<file path="config.mk">
export PLATFORM = sky130hd
export DESIGN_NAME = ask_symbol_detector
export DESIGN_NICKNAME = d
export VERILOG_FILES = /design/src/rtl/ask_symbol_detector.sv
export SDC_FILE = /design/constraint.sdc
export NUM_CORES = 1
export LEC_CHECK = 0
export BUFFER_PORTS_ARGS = -buffer_cell sky130_fd_sc_hd__buf_2
export CORE_MARGIN = 10
export CORE_UTILIZATION = 62
export CTS_CLUSTER_SIZE = 20
export DETAILED_ROUTE_END_ITERATION = 7
export GPL_TIMING_DRIVEN = 0
export PLACE_DENSITY = 0.81
export SLEW_MARGIN = 15
export SYNTH_ARGS = -nofsm -noshare
export SYNTH_HDL_FRONTEND = slang
export SYNTH_SLANG_ARGS = --single-unit
</file>
<file path="constraint.sdc">
create_clock -name clk -period 11.11 [get_ports clk]
set_clock_uncertainty 0.05 [all_clocks]
set_input_delay 0 -clock clk [delete_from_list [all_inputs] [get_ports clk]]
set_output_delay 0 -clock clk [all_outputs]
set_load 0.005 [all_outputs]
</file>
<file path="src/rtl/ask_symbol_detector.sv">
// ask_symbol_detector
//   Purpose: receive-side ASK slicer. Each symbol window it tracks the carrier
//            peak, slices it to a 2/4/8-level symbol and re-serialises that
//            symbol MSB-first so it lines up with the modulator's bit source.
//   Ports:   clk, rst (sync, active-high); mixer_mode_i-style inputs mixer_mode,
//            sample_in, sync_in; outputs locked, sym_out/sym_valid (one pulse
//            per decided symbol), bit_out/bit_valid (k pulses after sym_valid).
//   Timing:  window end at cnt==T-1 -> sym_valid next cycle -> bits in the k
//            cycles after that. No backpressure; outputs are pulses.
module ask_symbol_detector #(
  parameter int DATA_WIDTH    = 8,
  parameter int SYMBOL_CYCLES = 5000,
  parameter int SETTLE_CYCLES = 200,   // must be >= 2 and < SYMBOL_CYCLES
  parameter int FULL_PEAK     = 204
) (
  input  logic                  clk,
  input  logic                  rst,
  input  logic [1:0]            mixer_mode,
  input  logic [DATA_WIDTH-1:0] sample_in,
  input  logic                  sync_in,
  output logic                  locked,
  output logic [2:0]            sym_out,
  output logic                  sym_valid,
  output logic                  bit_out,
  output logic                  bit_valid
);

  localparam int CW = $clog2(3 * SYMBOL_CYCLES + 1);
  localparam int PW = DATA_WIDTH + 6;   // holds 2*7*max_sample and 13*FULL_PEAK

  typedef logic [CW-1:0] cnt_t;
  typedef logic [PW-1:0] prod_t;
  typedef enum logic [1:0] {IDLE, SETTLE, MEASURE} state_t;

  localparam cnt_t LAST_K1     = cnt_t'(SYMBOL_CYCLES - 1);
  localparam cnt_t LAST_K2     = cnt_t'(2 * SYMBOL_CYCLES - 1);
  localparam cnt_t LAST_K3     = cnt_t'(3 * SYMBOL_CYCLES - 1);
  localparam cnt_t SETTLE_LAST = cnt_t'(SETTLE_CYCLES - 1);

  state_t                  state_q;
  cnt_t                    cnt_q;
  logic [DATA_WIDTH-1:0]   peak_q;
  logic [1:0]              mode_q;
  logic [2:0]              sym_q;
  logic                    sym_valid_q;
  logic [2:0]              ser_sh_q;    // symbol left-aligned, next bit at [2]
  logic [1:0]              ser_left_q;  // bits still to emit
  logic                    bit_q;
  logic                    bit_valid_q;

  // Per-mode window length and level count (k == mixer_mode numerically)
  cnt_t                    cnt_last;
  logic [2:0]              lm1;
  logic [DATA_WIDTH-1:0]   peak_now;
  prod_t                   lhs;
  logic [2:0]              sym_d;
  logic [2:0]              ser_load;
  logic                    abort;

  always_comb begin
    cnt_last = LAST_K1;
    lm1      = 3'd1;
    ser_load = 3'd0;
    case (mixer_mode)
      2'b10:   begin cnt_last = LAST_K2; lm1 = 3'd3; end
      2'b11:   begin cnt_last = LAST_K3; lm1 = 3'd7; end
      default: begin cnt_last = LAST_K1; lm1 = 3'd1; end
    endcase

    // Decision includes the sample arriving on the window-end cycle
    peak_now = (sample_in > peak_q) ? sample_in : peak_q;

    // Threshold j sits midway between levels j-1 and j:
    //   P/FULL >= (2j-1)/(2(L-1))  <=>  2(L-1)P >= (2j-1)FULL
    lhs   = prod_t'(peak_now) * prod_t'({lm1, 1'b0});
    sym_d = 3'd0;
    for (int j = 1; j <= 7; j++) begin
      if (3'(j) <= lm1 && lhs >= prod_t'((2 * j - 1) * FULL_PEAK))
        sym_d = sym_d + 3'd1;
    end

    case (mixer_mode)
      2'b01:   ser_load = {sym_d[0], 2'b00};
      2'b10:   ser_load = {sym_d[1:0], 1'b0};
      default: ser_load = sym_d;
    endcase

    abort = (mixer_mode == 2'b00) || (mixer_mode != mode_q);
  end

  always_ff @(posedge clk) begin
    if (rst) begin
      state_q     <= IDLE;
      cnt_q       <= '0;
      peak_q      <= '0;
      mode_q      <= 2'b00;
      sym_q       <= 3'd0;
      sym_valid_q <= 1'b0;
      ser_sh_q    <= 3'd0;
      ser_left_q  <= 2'd0;
      bit_q       <= 1'b0;
      bit_valid_q <= 1'b0;
    end else begin
      mode_q      <= mixer_mode;
      sym_valid_q <= 1'b0;

      // Serializer runs independently of the FSM so an abort cannot cut a burst
      if (ser_left_q != 2'd0) begin
        bit_q       <= ser_sh_q[2];
        bit_valid_q <= 1'b1;
        ser_sh_q    <= {ser_sh_q[1:0], 1'b0};
        ser_left_q  <= ser_left_q - 2'd1;
      end else begin
        bit_valid_q <= 1'b0;
      end

      case (state_q)
        IDLE: begin
          // Sync cycle is window index 0, so the next cycle is index 1
          if (sync_in && mixer_mode != 2'b00) begin
            state_q <= SETTLE;
            cnt_q   <= cnt_t'(1);
            peak_q  <= '0;
          end
        end
        default: begin
          if (abort) begin
            state_q <= IDLE;
            cnt_q   <= '0;
            peak_q  <= '0;
          end else if (sync_in) begin
            // Resync beats a coincident window end: partial window dropped
            state_q <= SETTLE;
            cnt_q   <= cnt_t'(1);
            peak_q  <= '0;
          end else if (cnt_q == cnt_last) begin
            state_q     <= SETTLE;
            cnt_q       <= '0;
            peak_q      <= '0;
            sym_q       <= sym_d;
            sym_valid_q <= 1'b1;
            ser_sh_q    <= ser_load;
            ser_left_q  <= mixer_mode;
          end else begin
            cnt_q <= cnt_q + cnt_t'(1);
            if (state_q == SETTLE) begin
              if (cnt_q == SETTLE_LAST)
                state_q <= MEASURE;
            end else begin
              peak_q <= peak_now;
            end
          end
        end
      endcase
    end
  end

  assign locked    = (state_q != IDLE);
  assign sym_out   = sym_q;
  assign sym_valid = sym_valid_q;
  assign bit_out   = bit_q;
  assign bit_valid = bit_valid_q;

endmodule

</file>
==> results by group <==
Die
  – Die area: approximately 8600 um^2
  – Row Count: 26
  – Chip Width: 92.9 um
  – Initial Util: 0.640
  – Ports: 20
  – Die Span Y: 92.9 um
  – Core footprint: slightly above 5000 um^2

Power and ir drop
  – Switching power: 0.143 mW
  – Share of total power in sequential cells: 0.351
  – Power Density: 108 nW/um^2
  – Clock share of power: 0.237
  – Pint: 0.244 mW
  – Pwr Total: 0.387 mW
  – Logic pwr share: 0.413
  – Leak: 1.55 nW
  – Max VDD drop: between 0.06 and 0.07 mV
  – Sw Share: 0.369

Timing
  – Setup TNS: 0 ns
  – Final Hold Viols: 1
  – Max-slew violations: 0
  – RSZ-0062 raised after global routing: no
  – Final setup violation count: 0
  – Tcrit/Tclk final: 0.798
  – Fmax: 113 MHz
  – Relative slew slack: 0.535
  – Final worst path period need: 8.87 ns
  – Slew at the pin with the worst max-slew slack: 0.693 ns
  – Fin Hold WS: -0.00191 ns

Routing
  – First-pass DRT Iterations: 4
  – Via density per instance: 5.85
  – Wire per inst: 14.1 um
  – DRT iter0 DRCs: 197
  – Final ANT Viol Nets: 0
  – Drt drc: 0
  – Vias: approximately 3.0k
  – Routed wire length: 7310 um

Global routing
  – All-Layer GR Usage: 0.175
  – Initial antenna violation count: 0
  – First-pass GRT wire length: 12800 um
  – Pin count of the biggest net entering global routing: 12
  – Vias in the first global route: 2883
  – Grt total ovfl: 0

Placement
  – I/O Buffers: 19
  – GPL Wtd Cong: around 0.86
  – HPWL after DPL: about 5800 um

Min path
  – Min-delay src: mixer_mode[1]
  – Worst hold path class: input pin to register
  – WHS Endpoint: ser_left_q[1]
  – Hold Path Stages: 3

Clock tree
  – CTS Sinks: 37
  – CTS root buf: clkbuf_8
  – Post CTS Setup Buffer Count: 0
  – Num CTS Buffers: 5
  – Worst-Skew Late Latency: 0.29 ns
  – CTS HTree Levels: 2
  – Reg clk slew, reported paths: 0.07 ns
  – Max clock buf depth: 2
  – TritonCTS clock tree: yes

Setup path
  – CP peak stage delay: 0.56 ns
  – Worst r2r dst: ser_sh_q[2]
  – Crit Path Class: register to register
  – Worst r2r src: peak_q[5]
  – Crit start category: register
  – Largest fanout on the critical path: 10
  – CP Data Required Time: 11.24 ns
  – Data arrival, critical path: around 9.0 ns
  – Crit. End Element: register
  – Reg2reg path depth: between 40 and 50
  – Reg2reg setup slack: ~2.2 ns
  – Critical path's slowest cell: fa_1

Synth
  – Top cells by area, synth: dfxtp_1 23%, ha_1 11%, nor2_1 6.7%, nand2_1 4.9%, fa_1 4.3%
  – Main flop type after synthesis: dfxtp_1
  – Synthesized Nets: 472
  – Post-synthesis register bit count: 37
  – Area leader, netlist: dfxtp_1
  – Number of synthesized flops with an enable pin: 0
  – Mapped cell area: 3290 um^2
  – Ys async rst share: 0
  – Yosys top cell area share: 0.225
  – Avg Cell Area, Syn: 7.80 um^2
  – Seq/Total Area, Yosys: 0.225
  – Cells after synthesis: 422
  – Unique masters post-synth: 60
  – Ys Warns: 0

Cells and area
  – Area grow syn2layout: 8.36%
  – FILL cells: 474
  – Register area: between 700 and 800 um^2
  – Most common cell after layout, fill and taps aside: nor2_1
  – Fin nets: between 400 and 500
  – Diode count: 0
  – Multi-input logic area: 2380 um^2
  – Most frequent cells in the layout: 59 x nor2_1, 43 x nand2_1, 37 x dfxtp_1, 31 x inv_1, 30 x ha_1
  – Ratio of cells with drive above 1 in the final layout: 0.107

Status
  – Violated checks: hold timing
  – Status: complete, but fails checks

Flow run
  – Max-cap violations: 0
-- worst max-delay path: cells and delay by family, from the launching register on --
| kind | cells | cell delay (ns) |
|---|---|---|
| buffers and inverters | 8 | 0.66 |
| adder cells (fa/ha/maj) | 9 | 2.83 |
| XOR/XNOR | 2 | 0.47 |
| AO/OA/AOI/OAI | 18 | 2.95 |
| AND/OR/NAND/NOR | 7 | 1.44 |
| flip-flops | 1 | 0.33 |
-- stage by stage --
stage | worst slack, ns | util | std cells | area, um^2 | hold slack, ns
6_report | 2.24 | 0.694 | 520 | 3570 | -0.00191
3_3_place_gp | 2.52 | 0.676 | 511 | 3470 | 0.279
5_1_grt | 1.39 | 0.694 | 520 | 3570 | 0.0482
4_1_cts | 2.23 | 0.694 | 520 | 3570 | 0.000678
3_5_place_dp | 2.26 | 0.676 | 511 | 3470 | 0.284
2_1_floorplan | 3.14 | - | 422 | 3290 | 0.0886
-- what timing repair did --
item | CTS | global route
hold buffers | 1 | 0
resized for setup | 0 | 0
hold endpoints to repair | 1 | 0
-- cell usage after synthesis, types with 8 or more instances --
library cell,number
nand3_1,10
a21oi_1,27
a21o_1,9
nor2_1,59
dfxtp_1,37
ha_1,30
nand2_1,43
xnor2_1,8
o21ai_0,23
xor2_1,9
inv_1,31
and3_1,8
clkbuf_1,8
-- flip-flops by register name, indices dropped and copies added, names as in the netlist --
| name | cells |
|---|---|
| mode_q | 2 |
| bit_valid | 1 |
| sym_out | 3 |
| cnt_q | 14 |
| ser_left_q | 2 |
| peak_q | 8 |
| ser_sh_q | 3 |
| bit_out | 1 |
| state_q | 2 |
| sym_valid | 1 |
-- worst max path at each step --
stage,start,to,depth (start not counted)
after floorplan,peak_q[5],ser_sh_q[2],44
after global placement,peak_q[5],ser_sh_q[2],44
after detailed placement,peak_q[1],ser_sh_q[2],45
after CTS,peak_q[1],ser_sh_q[2],45
after global routing,peak_q[1],ser_sh_q[2],45
final,peak_q[5],ser_sh_q[2],44
-- power groups by stage --
stage,clock network [mW],registers [mW],logic (mW)
floorplan,0,0.138,0.127
global placement,0,0.139,0.154
detailed placement,0,0.139,0.158
CTS,0.0935,0.136,0.160
global route,0.0984,0.136,0.181
finish,0.0915,0.136,0.160
-- final cells by class --
type	instances	share of cell area
timing repair buffer	20	0.0295
inverter	31	0.0326
clock inverter	2	0.00281
sequential	37	0.208
clock buffer	6	0.0203
buffer	10	0.0147
tap	70	0.0246
multi-input combinational	344	0.668
-- cells by family after synthesis --
| group | synth area share |
|---|---|
| flops | 0.225 |
| simple gates | 0.244 |
| compound gates | 0.224 |
| buf+inv | 0.0513 |
| mux | 0.0258 |
| fa+ha+maj | 0.157 |
| xor+xnor | 0.0726 |
-- metal layers --
layer | global-route usage | part of all wire | vias to the layer above
li1 | - | - | 1547
met1 | 0.211 | 0.45 | 1415
met2 | 0.298 | 0.48 | 74
met3 | 0.0444 | 0.063 | 7
met4 | 0.0488 | 0.011 | 0
met5 | 0 | 0 | -
Note: power is estimated with default switching activity, not from simulation.
